## src/rtl/digit_scan_driver.sv

```systemverilog
// Time-division scanner for a multiplexed 7-segment display.
// Lights one digit position at a time for PRESC cycles. A BLANK-cycle dark
// gap separates slots so the segment bus can settle without ghosting. Digits
// masked off in dig_mask are skipped, and the display goes dark whenever
// power is low.
module digit_scan_driver #(
  parameter int         N_DIG   = 5,
  parameter int         PRESC   = 50000,
  parameter int         BLANK   = 500,
  parameter logic [6:0] SEG_OFF = 7'h7F
) (
  input  logic               clk,
  input  logic               rst,
  input  logic               power,
  input  logic [N_DIG-1:0]   dig_mask,
  input  logic [7*N_DIG-1:0] seg_in,
  output logic [N_DIG-1:0]   dig,
  output logic [6:0]         seg,
  output logic [2:0]         scan_idx,
  output logic               frame_tick
);

  localparam int CNT_MAX    = (PRESC > BLANK) ? PRESC : BLANK;
  localparam int CNT_W      = $clog2(CNT_MAX) + 1;
  localparam int BLANK_LAST = (BLANK > 0) ? BLANK - 1 : 0;
  localparam bit NO_GAP     = (BLANK == 0);
  localparam logic [2:0] IDX_LAST = 3'(N_DIG - 1);

  typedef enum logic [1:0] {
    S_IDLE  = 2'd0,
    S_BLANK = 2'd1,
    S_SHOW  = 2'd2
  } state_t;

  state_t             r_state;
  logic [CNT_W-1:0]   r_cnt;
  logic [N_DIG-1:0]   r_dig;
  logic [6:0]         r_seg;
  logic [2:0]         r_idx;
  logic               r_tick;

  state_t             w_state_nxt;
  logic [CNT_W-1:0]   w_cnt_nxt;
  logic [N_DIG-1:0]   w_dig_nxt;
  logic [6:0]         w_seg_nxt;
  logic [2:0]         w_idx_nxt;
  logic               w_tick_nxt;

  logic [3:0]         w_srch;
  logic               w_found;
  logic [2:0]         w_nxt;
  logic               w_blank_end;
  logic               w_show_end;
  logic               w_search;
  logic               w_enter_show;

  // First enabled position strictly above cur; if none, wrap and take the
  // lowest enabled position at or below cur. Result is {found, index}.
  function automatic logic [3:0] find_next(input logic [2:0] cur,
                                           input logic [N_DIG-1:0] mask);
    logic       found_hi;
    logic       found_lo;
    logic [2:0] hi;
    logic [2:0] lo;
    found_hi = 1'b0;
    found_lo = 1'b0;
    hi       = '0;
    lo       = '0;
    // Walk downward so the last hit in each half is the lowest index.
    for (int i = N_DIG - 1; i >= 0; i--) begin
      if (mask[i]) begin
        if (3'(i) > cur) begin
          found_hi = 1'b1;
          hi       = 3'(i);
        end else begin
          found_lo = 1'b1;
          lo       = 3'(i);
        end
      end
    end
    if (found_hi) return {1'b1, hi};
    return {found_lo, lo};
  endfunction

  // Active-low one-cold digit enable for position idx.
  function automatic logic [N_DIG-1:0] dig_enable(input logic [2:0] idx);
    logic [N_DIG-1:0] v;
    for (int i = 0; i < N_DIG; i++) v[i] = (3'(i) != idx);
    return v;
  endfunction

  // Segment pattern of position idx taken from the packed input bus.
  function automatic logic [6:0] seg_slice(input logic [7*N_DIG-1:0] bus,
                                           input logic [2:0] idx);
    logic [6:0] s;
    s = SEG_OFF;
    for (int i = 0; i < N_DIG; i++) begin
      if (3'(i) == idx) s = bus[7*i +: 7];
    end
    return s;
  endfunction

  assign w_srch       = find_next(r_idx, dig_mask);
  assign w_found      = w_srch[3];
  assign w_nxt        = w_srch[2:0];
  assign w_blank_end  = (r_cnt == CNT_W'(BLANK_LAST));
  assign w_show_end   = (r_cnt == CNT_W'(PRESC - 1));
  // With no gap, the next digit is chosen directly on the last SHOW cycle.
  assign w_search     = power && (((r_state == S_BLANK) && w_blank_end) ||
                                  ((r_state == S_SHOW) && w_show_end && NO_GAP));
  assign w_enter_show = w_search && w_found;

  // State register: state, slot counter and all registered outputs.
  always_ff @(posedge clk) begin
    if (rst) begin
      r_state <= S_IDLE;
      r_cnt   <= '0;
      r_dig   <= '1;
      r_seg   <= SEG_OFF;
      r_idx   <= IDX_LAST;
      r_tick  <= 1'b0;
    end else begin
      r_state <= w_state_nxt;
      r_cnt   <= w_cnt_nxt;
      r_dig   <= w_dig_nxt;
      r_seg   <= w_seg_nxt;
      r_idx   <= w_idx_nxt;
      r_tick  <= w_tick_nxt;
    end
  end

  // Next state and slot counter; power loss always drops to IDLE.
  always_comb begin
    w_state_nxt = r_state;
    w_cnt_nxt   = r_cnt + CNT_W'(1);
    if (!power) begin
      w_state_nxt = S_IDLE;
      w_cnt_nxt   = '0;
    end else begin
      case (r_state)
        S_IDLE: begin
          w_state_nxt = S_BLANK;
          w_cnt_nxt   = '0;
        end
        S_BLANK: begin
          if (w_blank_end) begin
            w_cnt_nxt = '0;
            if (w_found) w_state_nxt = S_SHOW;
          end
        end
        S_SHOW: begin
          if (w_show_end) begin
            w_cnt_nxt   = '0;
            w_state_nxt = w_enter_show ? S_SHOW : S_BLANK;
          end
        end
        default: begin
          w_state_nxt = S_IDLE;
          w_cnt_nxt   = '0;
        end
      endcase
    end
  end

  // Next output values: dark unless a slot is starting or continuing.
  always_comb begin
    w_dig_nxt  = '1;
    w_seg_nxt  = SEG_OFF;
    w_idx_nxt  = r_idx;
    w_tick_nxt = 1'b0;
    if (power) begin
      if (r_state == S_IDLE) begin
        // Parking at the top index makes the first search land on the lowest enabled digit.
        w_idx_nxt = IDX_LAST;
      end else if (w_enter_show) begin
        w_dig_nxt  = dig_enable(w_nxt);
        w_seg_nxt  = seg_slice(seg_in, w_nxt);
        w_idx_nxt  = w_nxt;
        w_tick_nxt = (w_nxt <= r_idx);
      end else if ((r_state == S_SHOW) && !w_show_end) begin
        w_dig_nxt = dig_enable(r_idx);
        w_seg_nxt = seg_slice(seg_in, r_idx);
      end
    end
  end

  assign dig        = r_dig;
  assign seg        = r_seg;
  assign scan_idx   = r_idx;
  assign frame_tick = r_tick;

endmodule

```

## config.mk

```make
export PLATFORM = sky130hd
export DESIGN_NAME = digit_scan_driver
export DESIGN_NICKNAME = d
export VERILOG_FILES = /design/src/rtl/digit_scan_driver.sv
export SDC_FILE = /design/constraint.sdc
export NUM_CORES = 1
export LEC_CHECK = 0
export ABC_CLOCK_PERIOD_IN_PS = 5400
export CORE_MARGIN = 4
export CORE_UTILIZATION = 54
export CTS_BUF_LIST = sky130_fd_sc_hd__clkbuf_16
export CTS_CLUSTER_DIAMETER = 60
export DETAILED_ROUTE_END_ITERATION = 6
export PLACE_DENSITY = 0.9
export SLEW_MARGIN = 40
export SYNTH_ARGS = -nofsm -noshare
export SYNTH_HDL_FRONTEND = slang
export SYNTH_SLANG_ARGS = --single-unit
export TNS_END_PERCENT = 100
```

## constraint.sdc

```tcl
create_clock -name clk -period 5.4 [get_ports clk]
set_clock_uncertainty 0.15 [all_clocks]
set_input_delay 1.08 -clock clk [delete_from_list [all_inputs] [get_ports clk]]
set_output_delay 1.08 -clock clk [all_outputs]
set_load 0.01 [all_outputs]
```

==> summary.txt <==
Outcome
  – Status: complete, no violations

Critical path
  – CP Max Fanout: 16
  – FF-to-FF path depth: 12
  – Critical Path RT: 5430 ps
  – Worst reg2reg setup slack: about 2200 ps
  – Reg2reg start: scan_idx[2]$_SDFFE_PP1P_
  – Crit path DAT: 3610 ps
  – CP max stage cell: clkdlybuf4s50_1
  – Crit path cell chain: clkdlybuf4s50_1 > nor2_1 > a21oi_1 > o21ai_0 > a21oi_1 > buf_4 > inv_1 > ha_1 > inv_1 > a21o_1 > a21oi_1 > a31oi_1 > nor4_1
  – Worst r2r dst: frame_tick$_SDFF_PP0_
  – Startpoint types: input port
  – Crit path largest cell delay: 520 ps
  – CP Class: in2reg
  – Critical Path Most Common Cell: a21oi_1
  – CP endpoint kind: flip-flop

Cells and area
  – Final Util: 75.48%
  – Fill cell count: 313
  – Diode count: 0
  – NumNets Final: about 400
  – Final Cell Area: 3128 sq um
  – Ratio of cells with drive above 1 in the final layout: a little over 7%
  – Area Overhead vs Synth: 30.41%

Clocking
  – Maximum clock insertion buffer count: 2
  – CTS Buf Count: 5
  – Reg clk slew, reported paths: 50 ps
  – # clock sinks: 35
  – Skew-Pair Late Insertion Delay: 280 ps
  – Number of H-tree levels: 2
  – Hold Buf Count CTS: 0
  – Setup bufs post-CTS: 0
  – CTS tree: built
  – Post-cts gate resize count: 0
  – Root buffer cell: clkbuf_16

Synthesis
  – Top post-synthesis cells by count: nor2_1, dfxtp_1, nor3_1, a21oi_1, nand2_1
  – YS warnings: 0
  – Top-area cell type share of the netlist area: between 20 and 30%
  – Prevailing post-synth register cell: dfxtp_1
  – Mapped Cells: 299
  – Post-synth net total: 351
  – Seq/Total Area, Yosys: a little under 30%
  – Register bit count reported by yosys: 35
  – Area of the mapped netlist: 2399 sq um
  – Post-synth EDFFs: 0
  – Post-synth top area cell: dfxtp_1
  – Yosys cell types: 52
  – Most common cell in the netlist: nor2_1
  – Syn Area/Cell: around 8.0 sq um
  – Ys async rst share: 0%
  – Ranking of synthesized cells by area: dfxtp_1, nor2_1, mux4_2, nor3_1, ha_1

Floorplan
  – Die area: approximately 5600 sq um
  – Die Ht: between 70 and 80 um
  – I/O pin count: 59
  – Cell Rows: 23
  – Core region area: 4144 sq um
  – Initial core utilization: about 58%
  – DIE WIDTH: 74.65 um

Pwr
  – LEAKAGE: 1.102 nW
  – PD cells: 210.6 nW/um^2
  – Worst VDD drop: 0.1844 mV

Hold path
  – Hold endpoint: r_cnt[0]$_SDFF_PP0_
  – Min-delay src: r_cnt[0]$_SDFF_PP0_
  – Hold WC Path Type: reg2reg
  – Hold Path Depth: 1

Routing
  – Post-DRT Antenna Nets: 0
  – Drt drc: 0
  – WL per Instance: 16.24 um
  – Avg Vias per Cell: 6.208
  – Drt total wl: 6479 um
  – DRT Pass-1 Iters: 4
  – DR iter-0 viols: around 220
  – Vias: 2477

Timing
  – Tcrit/Tclk final: between 60% and 70%
  – Endpoints failing setup: 0
  – Slew HR: 45.75%
  – F_max: 279.1 MHz
  – Setup tns final: 0 ps
  – Min Tclk post-route: between 3000 and 4000 ps
  – Worst Tran Pin Value: 812.0 ps
  – Final Hold Fails: 0
  – Slew Limit Fails: 0
  – RSZ-0062 raised after global routing: no

Global routing
  – Largest net degree at the start of global routing: 24
  – All-layer global routing usage: 23.77%
  – GRT overflow: 0
  – Initial antenna violation count: 0
  – Vias in the first global route: 2346
  – Wire length of the first global-routing pass: just over 10000 um

Placement
  – RD Place Congestion: 0.9174
  – Port bufs: 58
  – DP Area: 2964 sq um
  – HPWL after detailed placement: 4544 um

Run
  – Max-Cap Viols: 0
## final cells by class
type / instances / area, sq um / share of cell area, %
tap: 50 / 62.56 / 2.000
clock buffer: 5 / 125.1 / 4.000
timing repair buffer: 61 / 603.1 / 19.28
sequential: 35 / 701.9 / 22.44
clock inverter: 2 / 37.54 / 1.200
multi-input combinational: 235 / 1556 / 49.76
inverter: 11 / 41.29 / 1.320
## cells in the final DEF, fill, tap and decap left out, types with 9 or more instances in the layout
cell,instances
clkdlybuf4s50_1,58
nor2_1,36
dfxtp_1,34
nor3_1,26
a21oi_1,20
nand2_1,18
o21ai_0,15
inv_1,11
xor2_1,11
nand3_1,9
ha_1,9
## logic make-up after synthesis
group / count (synthesis) / share of synthesized area [%]
AND/OR/NAND/NOR: 127 / 26.86
AO/OA/AOI/OAI: 73 / 19.72
flip-flops: 35 / 29.21
buffers and inverters: 29 / 6.207
XOR/XNOR: 15 / 5.477
multiplexers: 11 / 7.825
adder cells (fa/ha/maj): 9 / 4.695
## per-stage QoR
step           setup WS [ps]  hold slack [ps]  std cells  power, mW
3_3_place_gp            1729            278.8        392     0.3406
6_report                1817            305.0        399     0.6586
4_1_cts                 1862            309.1        399     0.6604
5_1_grt                 1557            323.8        399     0.6829
2_1_floorplan           2303            267.5        299     0.2988
3_5_place_dp            1608            301.3        392     0.3421
## registers in the layout, summed over array words and instances (netlist names)
| signal | flops |
|---|---|
| dig | 5 |
| frame_tick | 1 |
| r_cnt | 17 |
| r_state | 2 |
| scan_idx | 3 |
| seg | 7 |
## power breakdown
part	switching (mW)	total, mW	internal [mW]	leakage [nW]
Sequential	0.000617	0.259	0.259	0.283
Clock	0.105	0.320	0.215	0.0759
Combinational	0.0342	0.0790	0.0448	0.743
Total	0.140	0.659	0.518	1.10
## per-layer routing
layer / GRT usage, % / share of wire, %
met3: 5.474 / 9.0
met2: 37.56 / 46
met1: 31.42 / 43
met4: 9.881 / 1.9
met5: 0 / 0
## worst max-delay path: cells and delay by family
family          cells  cell delay (ps)
buf+inv             4             1140
simple gates        2              410
fa+ha+maj           1              250
compound gates      6              730
## worst max-delay path by stage
stage                     start                    end  slack, ps
CTS                 dig_mask[2]  frame_tick$_SDFF_PP0_       1860
detailed placement  dig_mask[2]  frame_tick$_SDFF_PP0_       1610
finish              dig_mask[2]  frame_tick$_SDFF_PP0_       1820
floorplan           dig_mask[3]  frame_tick$_SDFF_PP0_       2300
global placement    dig_mask[2]  frame_tick$_SDFF_PP0_       1730
global route        dig_mask[2]  frame_tick$_SDFF_PP0_       1560
(Power assumes the default switching activity.)
